<file path="src/rtl/text_source.sv">
// text_source: streams END_ADDRESS bytes from a 1-port text RAM onto a valid/ready byte bus.
// A credit-limited prefetch FIFO hides the RAM read latency so the stream runs at 1 byte/cycle.
module text_source #(
  parameter int END_ADDRESS = 10,
  parameter int RD_LATENCY  = 2,
  parameter int FIFO_DEPTH  = 4
) (
  input  logic       i_clk,
  input  logic       i_reset,
  input  logic       i_start_source,
  output logic [7:0] o_mem_address,
  output logic       o_mem_rden,
  input  logic [7:0] i_mem_q,
  output logic [7:0] o_data_out,
  output logic       o_data_valid,
  input  logic       i_data_ready,
  output logic       o_busy,
  output logic       o_done
);
  localparam int         AW      = $clog2(FIFO_DEPTH);
  localparam logic [7:0] END_A   = 8'(END_ADDRESS);
  localparam logic [7:0] LAST_A  = 8'(END_ADDRESS - 1);
  localparam logic [7:0] DEPTH_C = 8'(FIFO_DEPTH);

  typedef enum logic [1:0] {
    S_IDLE  = 2'd0,
    S_RUN   = 2'd1,
    S_DRAIN = 2'd2,
    S_DONE  = 2'd3
  } state_t;

  state_t                r_state;
  state_t                w_state_nxt;
  logic [7:0]            r_rd_addr;
  logic [RD_LATENCY-1:0] r_pipe;
  logic [RD_LATENCY-1:0] w_pipe_nxt;
  logic [7:0]            r_fifo [FIFO_DEPTH];
  logic [AW-1:0]         r_wptr;
  logic [AW-1:0]         r_rptr;
  logic [7:0]            r_count;
  logic [7:0]            w_count_nxt;
  logic [7:0]            w_inflight;
  logic                  w_rden;
  logic                  w_push;
  logic                  w_pop;

  // Number of reads issued but not yet written into the FIFO.
  always_comb begin
    w_inflight = 8'd0;
    for (int i = 0; i < RD_LATENCY; i++) begin
      w_inflight = w_inflight + {7'd0, r_pipe[i]};
    end
  end

  // Credit rule: FIFO entries plus reads in flight never exceed the FIFO depth.
  assign w_rden = (r_state == S_RUN) && (r_rd_addr < END_A) &&
                  ((r_count + w_inflight) < DEPTH_C);
  assign w_push = r_pipe[RD_LATENCY-1];
  assign w_pop  = (r_count != 8'd0) && i_data_ready;

  // Read-latency shift register: tail bit marks the cycle mem_q is valid.
  always_comb begin
    w_pipe_nxt    = '0;
    w_pipe_nxt[0] = w_rden;
    for (int i = 1; i < RD_LATENCY; i++) begin
      w_pipe_nxt[i] = r_pipe[i-1];
    end
  end

  // FIFO occupancy after this cycle's push/pop.
  always_comb begin
    w_count_nxt = r_count;
    case ({w_push, w_pop})
      2'b10:   w_count_nxt = r_count + 8'd1;
      2'b01:   w_count_nxt = r_count - 8'd1;
      default: w_count_nxt = r_count;
    endcase
  end

  // Next-state logic; DRAIN exits on post-update state so done follows the last transfer directly.
  always_comb begin
    w_state_nxt = r_state;
    case (r_state)
      S_IDLE: begin
        if (i_start_source) w_state_nxt = S_RUN;
        else                w_state_nxt = S_IDLE;
      end
      S_RUN: begin
        if (w_rden && (r_rd_addr == LAST_A)) w_state_nxt = S_DRAIN;
        else                                 w_state_nxt = S_RUN;
      end
      S_DRAIN: begin
        if ((w_count_nxt == 8'd0) && (w_pipe_nxt == '0)) w_state_nxt = S_DONE;
        else                                             w_state_nxt = S_DRAIN;
      end
      S_DONE:  w_state_nxt = S_IDLE;
      default: w_state_nxt = S_IDLE;
    endcase
  end

  // FSM state register.
  always_ff @(posedge i_clk) begin
    if (i_reset) r_state <= S_IDLE;
    else         r_state <= w_state_nxt;
  end

  // Read address, in-flight pipe and FIFO bookkeeping.
  always_ff @(posedge i_clk) begin
    if (i_reset) begin
      r_rd_addr <= 8'd0;
      r_pipe    <= '0;
      r_wptr    <= '0;
      r_rptr    <= '0;
      r_count   <= 8'd0;
    end else begin
      r_pipe  <= w_pipe_nxt;
      r_count <= w_count_nxt;
      if ((r_state == S_IDLE) && i_start_source) r_rd_addr <= 8'd0;
      else if (w_rden)                           r_rd_addr <= r_rd_addr + 8'd1;
      else                                       r_rd_addr <= r_rd_addr;
      if (w_push) r_wptr <= r_wptr + AW'(1);
      else        r_wptr <= r_wptr;
      if (w_pop)  r_rptr <= r_rptr + AW'(1);
      else        r_rptr <= r_rptr;
    end
  end

  // FIFO storage; contents are never observed while count is zero.
  always_ff @(posedge i_clk) begin
    if (w_push) r_fifo[r_wptr] <= i_mem_q;
  end

  assign o_mem_rden    = w_rden;
  assign o_mem_address = w_rden ? r_rd_addr : 8'd0;
  assign o_data_valid  = (r_count != 8'd0);
  assign o_data_out    = o_data_valid ? r_fifo[r_rptr] : 8'd0;
  assign o_busy        = (r_state == S_RUN) || (r_state == S_DRAIN);
  assign o_done        = (r_state == S_DONE);

  // A push into a full FIFO means the credit rule was broken.
  a_no_overflow: assert property (@(posedge i_clk) disable iff (i_reset)
                                  !(w_push && (r_count == DEPTH_C)));
endmodule
</file>
<file path="config.mk">
export PLATFORM = sky130hd
export DESIGN_NAME = text_source
export DESIGN_NICKNAME = d
export VERILOG_FILES = /design/src/rtl/text_source.sv
export SDC_FILE = /design/constraint.sdc
export NUM_CORES = 1
export LEC_CHECK = 0
export BUFFER_PORTS_ARGS = -buffer_cell sky130_fd_sc_hd__buf_2
export CORE_ASPECT_RATIO = 1.1
export CORE_MARGIN = 3
export CORE_UTILIZATION = 40
export CTS_CLUSTER_SIZE = 20
export DETAILED_ROUTE_END_ITERATION = 12
export SLEW_MARGIN = 20
export SYNTH_ARGS = -nofsm -noshare
export SYNTH_HDL_FRONTEND = slang
export SYNTH_SLANG_ARGS = --single-unit
</file>
<file path="constraint.sdc">
create_clock -name i_clk -period 4.9 [get_ports i_clk]
set_clock_uncertainty 0.15 [all_clocks]
set_input_delay 0.49 -clock i_clk [delete_from_list [all_inputs] [get_ports i_clk]]
set_output_delay 0.49 -clock i_clk [all_outputs]
set_load 0.01 [all_outputs]
</file>
==> impl_metrics.toml, run 1 <==
[route]
highest_layer = "met4"
vias_per_cell = 5.09
route.met3.wl_um = 236
dr.first_iter.drc_count = 68
routed_wl_mm = 4.96
avgRoutedWirePerCell_um = 14.5
drtAntennaViolNets = 0
route.detailed.drc = 0
vias = 1741
first_pass_iters = 4
drt-met1-wl_mm = 2.19
routed-wl-met2_mm = 2.39

[synth]
ys_seq_elements = 58
synth_top_area_frac = 0.337
netlist_area_mm2 = 0.00285
ys_async_sr_fraction = 0
synthTopCellsByArea = "edfxtp_1 (34%), dfxtp_1 (18%), ha_1 (6.6%)"
synth_ff_type = "edfxtp_1"
ys_types = 50
ys_seq_area_frac = 0.519
yosysTopAreaCell = "edfxtp_1"
synth_edf_count = 32
yosys_warnings = 0
synth.avg_cell_area_um2 = 12.1
synth_cells = 235

[clock_tree]
cts_buffers = 9
cts_buffer_depth = 2
cts_tree = "done"
clkLatencyLatePin_ns = 0.33
root_buffer = "clkbuf_8"
path_clk_slew_ns = 0.07
cts-resized-gates = 0
postCtsHoldBufs = 0
post_cts_buffers = 0
cts_sinks = 58
htree_levels = 3

[timing]
fin_ws_ns = 0.995
worst_pin_slew_ns = 0.582
slew_viol_final = 0
rsz0062_at_grt = "no"
final-hold-violation-count = 0
max_slew_margin = 0.612
hold_slack_ns = 0.222
min_period_ns = 3.91
finalSetupViolations = 0
max_freq_ghz = 0.256
fin_crit_sh = 0.797
totalNegativeSetupSlack_ns = 0

[power]
pwr-share-comb = 0.419
power_frac_seq = 0.326
pwr-share-clk = 0.255
peakVddDrop_v = 0.000276
p_int_mw = 1.28
powerDensity_mw_per_mm2 = 632
swShare = 0.369
power_leakage_nw = 1.24
switchingPower_mw = 0.747
p_total_mw = 2.03

[die]
die-area_mm2 = 0.00819
row_count = 31
core_mm2 = 0.00675
die_h_um = 94.6
pin_count = 32
start_util = 0.423
die_w_um = 86.5

[setup_path]
cp_cell_sequence = "nor3_1, nand2_1, or3_1, and2_1, ha_1, xor2_1, ha_1, nor4_4, nor4_2, mux2i_1, xnor2_1, nor4_1, a41o_1"
start_kind = "flip-flop"
arrival_ns = 4.04
slowest_delay_ns = 0.48
cpMostUsedCell = "ha_1"
cp.buffers_inverters = 0
path_class = "flip-flop to flip-flop"
cp_max_fo = 15
cpMaxStageDelayCell = "or3_1"
required_ns = 5.03
path_delay_family = "simple AND/OR/NAND/NOR gates"
worstReg2RegStart = "r_count[4]$_SDFF_PP0_"
crit_path_end_kind = "flip-flop"
startpoint = "r_count[4]$_SDFF_PP0_"

[cells_and_area]
final_util = 0.475
areaGrowthSynthToFinish_pct = 12.4
final_layout_size_suffix_gt1_frac = 0.223
final_cell_mix = "edfxtp_1 (32), buf_2 (27), dfxtp_1 (26)"
antenna_cells = 0
finalNonFillerCells = 342
stdcell_area_mm2 = 0.00321
fillers = 638
final_common_cell = "edfxtp_1"
layout.nets = 283

[placed_design]
port_buffers = 27
hpwl_mm = 3.44
place.gp.congestion = 0.883
place_inst = 327
pre_cts_ws_ns = 1.01
placed_area_mm2 = 0.00298

[grt]
grt_use_total = 0.135
grt_overflow = 0
antenna_found_initial = 0
grt_start_max_net_pins = 20
grt_pass1_vias = 1786
grt_pass1_wl_mm = 8.49

[status]
outcome = "completed"

[run]
cap_violations = 0

[min_path]
min_path_type = "input pin to flip-flop"
hp-start = "i_mem_q[4]"
logic make-up (layout without fill, tap and decap cells):
logic type	after synthesis	count (layout)	share of synthesized area
and+or+nand+nor	74	74	0.155
DFF	58	58	0.519
buffers and inverters	31	53	0.0587
AOI/OAI and AO/OA	30	30	0.0794
adders and majority gates	15	15	0.0658
xor gates and xnor gates	13	13	0.0399
muxes	13	13	0.0807
other	1	4	0.00131
cell type report:
| type | instances | area [µm²] | area share |
|---|---|---|---|
| Sequential cell | 58 | 1480 | 0.462 |
| Multi-Input combinational cell | 149 | 1220 | 0.379 |
| Timing Repair Buffer | 27 | 135 | 0.0421 |
| Clock buffer | 9 | 124 | 0.0386 |
| Clock inverter | 6 | 106 | 0.0332 |
| Tap cell | 82 | 103 | 0.0320 |
| Inverter | 11 | 41.3 | 0.0129 |
registers in the layout, indices dropped and copies added (netlist names), named ones only:
name / count
r_fifo: 32
r_count: 8
r_rd_addr: 8
r_pipe: 2
r_rptr: 2
r_wptr: 2
r_state: 1
power by group through the flow:
stage	combinational [mW]	clock, mW	sequential, mW
after CTS	0.870	0.530	0.660
final	0.849	0.516	0.661
after floorplan	0.736	0	0.600
after global placement	0.861	0	0.669
after detailed placement	0.863	0	0.671
after global routing	0.953	0.556	0.671
metal layers:
| metal | up-vias | global-route usage |
|---|---|---|
| li1 | 872 | - |
| met4 | 0 | 0.0766 |
| met5 | - | 0 |
| met2 | 45 | 0.225 |
| met1 | 809 | 0.158 |
| met3 | 15 | 0.0349 |
synth_stat cells (6+ instances only):
cell type  count
nor2_1        19
inv_1         11
xor2_1         6
xnor2_1        7
edfxtp_1      32
mux4_2         8
dfxtp_1       26
and2_1        19
clkbuf_1       7
buf_4          7
nor2b_1        6
ha_1          15
path summary, 6_finish.rpt:
kind	slack, ns	depth (start not counted)	endpoint
worst max-delay path	0.99	13	r_state[0]$_SDFF_PP0_
worst min-delay path	0.22	1	r_fifo[0][4]$_DFFE_PP_
worst max register to register	0.99	13	r_state[0]$_SDFF_PP0_
worst min register to register	0.31	1	r_rd_addr[4]$_SDFFE_PP0N_
(Power assumes the default switching activity.)
==> run 2, diff against run 1 <==
==> constraint.sdc (replaced) <==
create_clock -name i_clk -period 3.4 [get_ports i_clk]
set_clock_uncertainty 0.15 [all_clocks]
set_input_delay 0.34 -clock i_clk [delete_from_list [all_inputs] [get_ports i_clk]]
set_output_delay 0.34 -clock i_clk [all_outputs]
set_load 0.01 [all_outputs]
==> impl_metrics.toml, run 2 (same netlist as run 1, synthesis figures left out) <==
[status]
outcome = "completed"

[grt]
grt_pass1_vias = 1828
grt_overflow = 0
antenna_found_initial = 0
grt_pass1_wl_mm = 8.56
grt_use_total = 0.138
grt_start_max_net_pins = 20

[route]
vias = 1816
first_pass_iters = 4
vias_per_cell = 5.10
dr.first_iter.drc_count = 64
routed_wl_mm = 5.25
avgRoutedWirePerCell_um = 14.7
drtAntennaViolNets = 0
route.detailed.drc = 0

[power]
pwr-share-clk = 0.176
power_frac_seq = 0.300
powerDensity_mw_per_mm2 = 906
pwr-share-comb = 0.524
peakVddDrop_v = 0.000431
p_int_mw = 1.81
power_leakage_nw = 1.28
swShare = 0.392
p_total_mw = 2.97
switchingPower_mw = 1.17

[min_path]
min_path_type = "input pin to flip-flop"
hp-start = "i_mem_q[0]"

[cells_and_area]
largest_reg_flops = 32
final_cell_mix = "edfxtp_1 (32), buf_2 (27), dfxtp_1 (26)"
final_common_cell = "edfxtp_1"
areaGrowthSynthToFinish_pct = 15.0
fillers = 625
top_register = "r_fifo"
antenna_cells = 0
final_layout_size_suffix_gt1_frac = 0.296
layout.nets = 296
top_regs = "r_fifo (32), r_count (8), r_rd_addr (8)"

[setup_path]
crit_path_end_kind = "flip-flop"
cpMaxStageDelayCell = "or3_4"
path_delay_family = "simple AND/OR/NAND/NOR gates"
cp_cell_sequence = "nor3_2, nand2_1, or3_4, and2_4, ha_2, xor2_1, ha_2, buf_4, a21oi_2, mux2i_1, xor2_1, nand2_1, nor4_2, a41o_1"
startpoint = "r_count[3]$_SDFF_PP0_"
arrival_ns = 3.33
worstReg2RegStart = "r_count[3]$_SDFF_PP0_"
cp_max_fo = 3
path_class = "flip-flop to flip-flop"
start_kind = "flip-flop"
cp.buffers_inverters = 1
required_ns = 3.53
slowest_delay_ns = 0.35

[timing]
final-hold-violation-count = 0
slew_viol_final = 0
max_freq_ghz = 0.313
max_slew_margin = 0.620
hold_slack_ns = 0.0674
min_period_ns = 3.19
worst_pin_slew_ns = 0.569
finalSetupViolations = 0
fin_crit_sh = 0.940

[run]
cap_violations = 0

[clock_tree]
cts_buffer_depth = 2
clkLatencyLatePin_ns = 0.34
cts_sinks = 58
cts_tree = "done"
path_clk_slew_ns = 0.07
cts_buffers = 9
htree_levels = 3
root_buffer = "clkbuf_8"

[die]
die-area_mm2 = 0.00819
start_util = 0.423
die_w_um = 86.5
pin_count = 32
die_h_um = 94.6
row_count = 31
core_mm2 = 0.00675

[placed_design]
port_buffers = 27
hpwl_mm = 3.62
place.gp.congestion = 0.784
==> run 2: stage by stage <==
stage | util | std cells | worst slack, ns | instance area [µm²] | setup TNS (ns)
global route | 0.486 | 356 | -0.0154 | 3280 | -0.0154
global placement | 0.452 | 336 | 0.228 | 3050 | 0
detailed placement | 0.452 | 336 | 0.127 | 3050 | 0
CTS | 0.476 | 352 | 0.0891 | 3210 | 0
floorplan | - | 238 | 0.00629 | 2870 | 0
finish | 0.486 | 356 | 0.205 | 3280 | 0
==> run 2: layer usage <==
| layer | track usage | share of wire | vias to the layer above |
|---|---|---|---|
| met5 | 0 | 0 | - |
| met4 | 0.0506 | 0.014 | 0 |
| met3 | 0.0576 | 0.058 | 8 |
| met2 | 0.238 | 0.50 | 45 |
| met1 | 0.152 | 0.42 | 859 |
| li1 | - | - | 904 |
==> run 2: final cells by class <==
cell class | instances | area (µm²) | share of cell area
flip-flops and latches | 58 | 1480 | 0.451
clock buffers | 10 | 128 | 0.0389
inverters | 11 | 41.3 | 0.0126
clock inverters | 6 | 33.8 | 0.0103
multi-input cells | 149 | 1260 | 0.385
well taps | 82 | 103 | 0.0312
repair buffers | 40 | 233 | 0.0709
==> run 2: final timing paths <==
check,to,slack [ns],cells after the start
worst min-delay path,r_fifo[0][0]$_DFFE_PP_,0.07,1
worst min register to register,r_rd_addr[7]$_SDFFE_PP0N_,0.31,1
worst max-delay path,r_state[0]$_SDFF_PP0_,0.21,14
worst max register to register,r_state[0]$_SDFF_PP0_,0.21,14
==> run 2: power groups by stage <==
stage	sequential [mW]	clock (mW)	combinational [mW]
global route	0.900	0.578	1.72
global placement	0.900	0	1.41
finish	0.892	0.524	1.56
detailed placement	0.901	0	1.43
CTS	0.887	0.541	1.44
floorplan	0.865	0	1.07
==> run 2: repair_timing <==
item,4_1_cts,5_1_grt
setup buffers,0,4
hold buffers,0,0
gates resized for setup,0,9
setup endpoints to repair,0,2
==> run 3, diff against run 2 <==
==> constraint.sdc (replaced) <==
create_clock -name i_clk -period 3.1 [get_ports i_clk]
set_clock_uncertainty 0.15 [all_clocks]
set_input_delay 0.31 -clock i_clk [delete_from_list [all_inputs] [get_ports i_clk]]
set_output_delay 0.31 -clock i_clk [all_outputs]
set_load 0.01 [all_outputs]
==> impl_metrics.toml, run 3 (same netlist as run 1, synthesis figures left out) <==
[cells_and_area]
multi_input_area_mm2 = 0.00134
fillers = 601
areaGrowthSynthToFinish_pct = 19.9
largest_reg_flops = 32
final_util = 0.507
finalNonFillerCells = 363
top_register = "r_fifo"
antenna_cells = 0
seq_area_mm2 = 0.00148
final_common_cell = "edfxtp_1"
layout.nets = 303
stdcell_area_mm2 = 0.00342
final_layout_size_suffix_gt1_frac = 0.338
top_regs = "r_fifo (32), r_count (8), r_rd_addr (8)"
final_cell_mix = "edfxtp_1 (32), buf_2 (27), dfxtp_1 (24)"

[setup_path]
startpoint = "r_count[1]$_SDFF_PP0_"
start_kind = "flip-flop"
arrival_ns = 3.22
worstReg2RegStart = "r_count[1]$_SDFF_PP0_"
required_ns = 3.17
cp_max_fo = 6
cpMaxStageDelayCell = "dfxtp_2"
path_class = "flip-flop to flip-flop"
crit_path_end_kind = "flip-flop"
slowest_delay_ns = 0.34
cp_cell_sequence = "nor3_4, nand2_1, or3_4, and2_4, buf_4, ha_1, buf_4, nor3b_2, nor4_4, buf_4, a2bb2oi_2, a31oi_2, xnor2_2, a41o_1"
cpMostUsedCell = "buf_4"

[grt]
grt_pass1_vias = 1846
use_met3 = 0.0602
antenna_found_initial = 0
grt_use_total = 0.141
use_met2 = 0.235
top_usage_layer = "met2"
grt_overflow = 0
grt_start_max_net_pins = 20
grt_pass1_wl_mm = 8.81
use_met1 = 0.161

[die]
die-area_mm2 = 0.00819
pin_count = 32
row_count = 31
die_h_um = 94.6
core_mm2 = 0.00675
start_util = 0.423
die_w_um = 86.5

[clock_tree]
cts_tree = "done"
cts_sinks = 58
cts_buffer_depth = 2
clkLatencyLatePin_ns = 0.33
path_clk_slew_ns = 0.06
cts_buffers = 9
htree_levels = 3
root_buffer = "clkbuf_8"

[placed_design]
place_inst = 342
hpwl_mm = 3.66
place.gp.congestion = 0.717
port_buffers = 27
placed_area_mm2 = 0.00313

[min_path]
min_path_type = "input pin to flip-flop"
hp-start = "i_mem_q[4]"

[timing]
fin_crit_sh = 1.02
fin_ws_ns = -0.0501
max_freq_ghz = 0.317
finalSetupViolations = 1
final-hold-violation-count = 0
min_period_ns = 3.15
slew_viol_final = 0
totalNegativeSetupSlack_ns = -0.0501
max_slew_margin = 0.620
rsz0062_at_grt = "yes"
worst_pin_slew_ns = 0.569

[route]
drtAntennaViolNets = 0
route.detailed.drc = 0
first_pass_iters = 4
dr.first_iter.drc_count = 83
vias_per_cell = 5.07
vias = 1842
avgRoutedWirePerCell_um = 14.5
routed_wl_mm = 5.26

[run]
cap_violations = 0

[power]
powerDensity_mw_per_mm2 = 998
power_leakage_nw = 1.34
peakVddDrop_v = 0.000425
p_total_mw = 3.41

[status]
violations = "negative setup slack"
outcome = "finished with violations"
[run 3: changes by cell type in the layout (fill, tap and decap cells not counted), sizes merged]
cell,previous run,this run
buf,40,47
clkbuf,10,9
clkinv,4,5
[run 3: worst max-delay path: cells and delay by family, from the launching register on]
family | cells | cell delay, ns
xor+xnor | 1 | 0.11
compound gates | 3 | 0.57
simple gates | 6 | 1.15
buf+inv | 3 | 0.48
fa+ha+maj | 1 | 0.25
flops | 1 | 0.34
[run 3: layer usage]
layer / up-vias / share of wire
met3: 8 / 0.047
met1: 880 / 0.43
met4: 0 / 0.015
li1: 910 / -
met2: 44 / 0.51
met5: - / 0
[run 3: metrics by stage]
| stage | hold slack (ns) | setup WS (ns) |
|---|---|---|
| global route | 0.0294 | -0.206 |
| detailed placement | 0.298 | -0.00399 |
| finish | 0.0491 | -0.0501 |
| global placement | 0.295 | 0.0261 |
| floorplan | 0.259 | -0.0732 |
| CTS | 0.0330 | 0.0152 |
[run 3: final timing paths]
path                            cells after the start  slack [ns]                   endpoint
worst max-delay path                               14       -0.05      r_state[0]$_SDFF_PP0_
worst min-delay path                                1        0.05     r_fifo[1][4]$_DFFE_PP_
worst max register to register                     14       -0.05      r_state[0]$_SDFF_PP0_
worst min register to register                      1        0.31  r_rd_addr[4]$_SDFFE_PP0N_
[run 3: timing repair]
item,CTS,global route
resized for setup,1,13
setup buffers,0,5
hold buffers,0,0
setup endpoints to repair,1,2
pin swaps,3,6
[run 3: final cells by class]
class	count	share of cell area
clock buffers	9	0.0362
repair buffers	47	0.0871
clock inverters	7	0.0106
well taps	82	0.0300
inverters	11	0.0121
multi-input cells	149	0.390
flip-flops and latches	58	0.434
[run 3: power breakdown]
part           switching [mW]  internal, mW
clock network           0.280         0.278
registers              0.0836         0.897
logic                   0.954         0.922
total                    1.32          2.10
